## src/rtl/flash_rom_loader.sv

```systemverilog
// Boot-time copier: streams WORD_COUNT 16-bit words from the SPI flash reader into
// on-chip RAM, keeps a running mod-2^16 checksum and reports done or timeout error.
module flash_rom_loader #(
  parameter logic [23:0] FLASH_BASE = 24'h100000,
  parameter int unsigned WORD_COUNT = 16384,
  parameter int unsigned MEM_AW     = 14,
  parameter logic [19:0] TIMEOUT    = 20'hFFFFF
) (
  input  logic              clk,
  input  logic              reset_n,
  input  logic              start,
  output logic              busy,
  output logic              done,
  output logic              error,
  output logic [15:0]       checksum,
  output logic              flash_valid,
  output logic [23:0]       flash_addr,
  input  logic              flash_ready,
  input  logic [15:0]       flash_rdata,
  output logic              mem_we,
  output logic [MEM_AW-1:0] mem_addr,
  output logic [15:0]       mem_wdata,
  input  logic              mem_wait
);

  typedef enum logic [2:0] {
    S_IDLE,
    S_REQ,
    S_WRITE,
    S_DONE,
    S_ERROR
  } state_t;

  localparam logic [15:0] LAST_WORD  = 16'(WORD_COUNT - 1);
  localparam logic [19:0] TIMER_LAST = TIMEOUT - 20'd1;

  state_t      state;
  state_t      state_next;
  logic [15:0] word_cnt;
  logic [19:0] timer;

  logic start_ok;
  logic got_word;
  logic timed_out;
  logic write_done;
  logic last_word;

  always_comb begin
    start_ok   = start && (state == S_IDLE || state == S_DONE || state == S_ERROR);
    got_word   = (state == S_REQ) && flash_ready;
    timed_out  = (state == S_REQ) && !flash_ready && (timer == TIMER_LAST);
    write_done = (state == S_WRITE) && !mem_wait;
    last_word  = (word_cnt == LAST_WORD);
  end

  // NOTE: state lives in flops with async reset and non-blocking updates; every
  // strobe below is decoded from it, so reset forces them low without a clock.
  always_ff @(posedge clk or negedge reset_n) begin
    if (!reset_n) begin
      state <= S_IDLE;
    end else begin
      state <= state_next;
    end
  end

  // NOTE: default assignment first, so no path through the case leaves
  // state_next unassigned and no latch is inferred.
  always_comb begin
    state_next = state;
    case (state)
      S_IDLE, S_DONE, S_ERROR: begin
        if (start_ok) state_next = S_REQ;
      end
      S_REQ: begin
        if (got_word)       state_next = S_WRITE;
        else if (timed_out) state_next = S_ERROR;
      end
      S_WRITE: begin
        if (write_done) state_next = last_word ? S_DONE : S_REQ;
      end
      default: state_next = S_IDLE;
    endcase
  end

  // Leaving REQ on the ready edge drops flash_valid in that same edge, and WRITE
  // always separates two requests, so valid is never high together with mem_we.
  always_comb begin
    busy        = (state == S_REQ) || (state == S_WRITE);
    flash_valid = (state == S_REQ);
    mem_we      = (state == S_WRITE);
    done        = (state == S_DONE);
    error       = (state == S_ERROR);
  end

  always_ff @(posedge clk or negedge reset_n) begin
    if (!reset_n) begin
      flash_addr <= FLASH_BASE;
      mem_addr   <= '0;
      mem_wdata  <= '0;
      checksum   <= '0;
      word_cnt   <= '0;
      timer      <= '0;
    end else begin
      if (start_ok) begin
        flash_addr <= FLASH_BASE;
        mem_addr   <= '0;
        checksum   <= '0;
        word_cnt   <= '0;
        timer      <= '0;
      end

      if (state == S_REQ) begin
        if (flash_ready) begin
          mem_wdata <= flash_rdata;
          timer     <= '0;
        end else begin
          timer <= timer + 20'd1;
        end
      end

      // The checksum of the last word lands on the same edge that enters DONE.
      if (write_done) begin
        checksum   <= checksum + mem_wdata;
        word_cnt   <= word_cnt + 16'd1;
        mem_addr   <= mem_addr + MEM_AW'(1);
        flash_addr <= flash_addr + 24'd2;
        timer      <= '0;
      end
    end
  end

endmodule

```

## config.mk

```make
export PLATFORM = sky130hd
export DESIGN_NAME = flash_rom_loader
export DESIGN_NICKNAME = d
export VERILOG_FILES = /design/src/rtl/flash_rom_loader.sv
export SDC_FILE = /design/constraint.sdc
export NUM_CORES = 1
export LEC_CHECK = 0
export ABC_AREA = 1
export BUFFER_PORTS_ARGS = -buffer_cell sky130_fd_sc_hd__buf_2
export CAP_MARGIN = 5
export CORE_ASPECT_RATIO = 0.75
export CORE_MARGIN = 2
export CORE_UTILIZATION = 55
export CTS_CLUSTER_DIAMETER = 100
export DETAILED_ROUTE_END_ITERATION = 16
export PLACE_DENSITY = 0.77
export SLEW_MARGIN = 10
export SYNTH_ARGS = -nofsm -noshare
export SYNTH_HDL_FRONTEND = slang
export SYNTH_SLANG_ARGS = --single-unit
```

## constraint.sdc

```tcl
create_clock -name clk -period 3.1 [get_ports clk]
set_clock_uncertainty 0.15 [all_clocks]
set_input_delay 0.465 -clock clk [delete_from_list [all_inputs] [get_ports clk]]
set_output_delay 0.465 -clock clk [all_outputs]
set_load 0.005 [all_outputs]
```

==> results.sh <==
export IMPL_clkPwrFrac_pct=24.7
export IMPL_comb_power_share_pct=37.3
export IMPL_synth_common_cells="nand2_1 (271), inv_1 (116), dfrtp_1 (107)"
export IMPL_max_clock_freq_mhz=458
export IMPL_area_delta_synth_final_pct=14.0
export IMPL_hold_path_class="input port to register"
export IMPL_powerDensity_nw_per_um2=636
export IMPL_grt_overflow=0
export IMPL_synth_edff_count=0
export IMPL_antenna_cells=0
export IMPL_grt_usage_pct=25.4
export IMPL_cts_sinks=108
export IMPL_clk_pin_slew_ns=0.07
export IMPL_p_int_w=0.00296
export IMPL_antenna_found_initial=0
export IMPL_vias=6070
export IMPL_ys_seq_elements=108
export IMPL_wl_per_cell_um=13.4
export IMPL_cp_slowest_stage_delay_ns=0.45
export IMPL_core_area_sq_um=11600
export IMPL_fin_crit_ns=2.18
export IMPL_cts_made_buffers=9
export IMPL_yosysUniqueCellTypes=47
export IMPL_rows=34
export IMPL_hpwl_um=11600
export IMPL_layout_nets=1032
export IMPL_worst_path_stages=5
export IMPL_clock_latency_ns=0.35
export IMPL_synth_top_area_share_pct=40.7
export IMPL_ys_warnings_count=0
export IMPL_maxSlewViolCount=0
export IMPL_grt_max_degree=55
export IMPL_place_gp_congestion=0.903
export IMPL_clock_path_buffers=2
export IMPL_dieArea_sq_um=12900
export IMPL_post_cts_buffers=0
export IMPL_cts_tree="built"
export IMPL_rsz0062_at_grt="false"
export IMPL_synthArstFlopShare_pct=100
export IMPL_critPathTopFamily="flip-flops"
export IMPL_netlist_area_sq_um=6580
export IMPL_total_power_w=0.00477
export IMPL_wl_um=15500
export IMPL_cap_violations=0
export IMPL_cp_required_ns=2.48
export IMPL_io_pins=96
export IMPL_worstMarginPinSlew_ns=0.671
export IMPL_status="finished clean"
export IMPL_pwr_share_seq_pct=38.0
export IMPL_layout_drive_gt1_share_pct=15.3
export IMPL_p_switching_w=0.00181
export IMPL_leakagePower_nw=3.84
export IMPL_final_util_pct=64.7
export IMPL_place_inst=1140
export IMPL_worstPathCellList="nor3_4 > buf_4 > inv_1 > nand2_1 > buf_2"
export IMPL_synth_area_leaders="dfrtp_1 (41%), nand2_1 (15%), inv_1 (6.6%), nand3_1 (5.4%), nor2_1 (4.8%)"
export IMPL_seq_area_frac_synth_pct=41.1
export IMPL_slew_limit_headroom_pct=54.8
export IMPL_yosysTopAreaCell="dfrtp_1"
export IMPL_setup_ws_ns=0.917
export IMPL_grt_pass1_vias=5515
export IMPL_ir_worst_vdd_v=0.000493
export IMPL_end_kind="output port"
export IMPL_preCtsSetupSlack_ns=0.990
export IMPL_holdPathStages=2
export IMPL_fin_crit_sh_pct=70.4
export IMPL_ant_nets=0
export IMPL_vias_per_cell=5.25
export IMPL_start_util_pct=56.7
export IMPL_arrival_ns=1.57
export IMPL_dr_pass1_iters=5
export IMPL_dr_first_iter_drc_count=426
export IMPL_finalHoldViolCount=0
export IMPL_syn_num_nets=938
export IMPL_avgSynthCellArea_sq_um=7.35
export IMPL_htree_levels=3
export IMPL_cts_root_buf="clkbuf_16"
export IMPL_worst_path_buf_inv=3
export IMPL_cp_max_fo=13
export IMPL_yosysMostFrequentCell="nand2_1"
export IMPL_critical_path_class="register to output port"
export IMPL_die_x_um=130
export IMPL_die_y_um=98.8
export IMPL_cp_start_kind="register"
export IMPL_io_buffer_count=94
export IMPL_drc_errors=0
export IMPL_rr_worst_depth=9
export IMPL_synthFlopType="dfrtp_1"
export IMPL_setup_viol=0
export IMPL_swShare_pct=38.0
export IMPL_grt_pass1_wl_um=26200
export IMPL_stdcell_count=1157
export IMPL_setup_tns_ns=0
export IMPL_critPathSlowestCell="dfrtp_1"
export IMPL_netlist_instances=896
export IMPL_ctsResizeCount=0
## timing repair
| action | CTS | global route |
|---|---|---|
| endpoints found under the hold margin | 25 | 0 |
| hold buffers | 1 | 0 |
| setup endpoints to repair | 0 | 0 |
## sequential cells by signal, summed over array words and instances (netlist names)
| register | count |
|---|---|
| word_cnt | 16 |
| timer | 20 |
| mem_wdata | 16 |
| flash_addr | 23 |
| state | 3 |
| mem_addr | 14 |
| checksum | 16 |
## power groups by stage
stage / registers, W / logic [W] / clock network (W)
floorplan: 0.00181 / 0.00129 / 0
global placement: 0.00183 / 0.00174 / 0
detailed placement: 0.00183 / 0.00179 / 0
CTS: 0.00181 / 0.00180 / 0.00120
global route: 0.00185 / 0.00202 / 0.00126
finish: 0.00181 / 0.00178 / 0.00118
## through the flow
| stage | instance area (sq um) | hold WS, ns |
|---|---|---|
| final | 7510 | 0.189 |
| after global routing | 7510 | 0.176 |
| after CTS | 7510 | 0.184 |
| after detailed placement | 7200 | 0.260 |
| after global placement | 7200 | 0.257 |
| after floorplan | 6580 | 0.0194 |
## routing by layer
layer	up-vias	global-route usage, %	wire length [um]
met5	-	0	0
li1	3088	-	-
met4	0	5.56	162
met1	2801	38.2	7770
met2	166	38.3	6680
met3	15	5.05	841
## placed cells by master (no fill, tap or decap), types with 6 or more instances in the layout
cell / netlist / routed
o22ai_1: 7 / 7
a21oi_1: 32 / 32
dfrtp_1: 107 / 107
nand2_1: 271 / 271
nand4_1: 24 / 24
nor3_1: 24 / 24
mux2_4: 7 / 7
nor2_1: 84 / 84
inv_1: 116 / 116
o21ai_0: 48 / 48
nand3_1: 71 / 71
xor2_1: 6 / 6
buf_2: 7 / 93
clkbuf_16: 0 / 9
mux2_2: 8 / 8
ha_1: 20 / 20
## worst reg2reg max path, cell delays in order, from the launching register on
cell and delay (ns):
dfrtp_1 0.43, inv_2 0.10, nor2_4 0.04, nand2_4 0.09, inv_4 0.05, nand2_4 0.27
nand3_2 0.39, inv_1 0.30, nand2_1 0.07, o21ai_0 0.11
## cell families (layout without fill, tap and decap cells)
group / after synthesis / in the layout / synth area share, %
compound gates: 106 / 106 / 8.82
xor+xnor: 9 / 9 / 1.20
fa+ha+maj: 21 / 21 / 4.10
buf+inv: 137 / 236 / 8.65
flops: 108 / 108 / 41.1
mux: 15 / 15 / 2.96
other cells: 1 / 1 / 0.0570
simple gates: 499 / 499 / 33.1
## layout make-up
class,instances,area [sq um]
clock buffers,11,243
clock inverters,5,60.1
multi-input cells,651,3310
flip-flops and latches,108,2700
fillers,1043,4110
inverters,120,455
repair buffers,100,533
well taps,162,203
## path summary, 6_finish.rpt
kind / slack, ns / end / from
max: 0.92 / busy / state[2]
min: 0.19 / mem_wdata[7] / flash_rdata[7]
max reg2reg: 1.00 / timer[14] / state[1]
min reg2reg: 0.34 / word_cnt[11] / word_cnt[11]
max in group asynchronous: 1.62 / flash_addr[20] / reset_n
min in group asynchronous: 0.42 / mem_addr[10] / reset_n
Power figures use the tool's default switching activity.
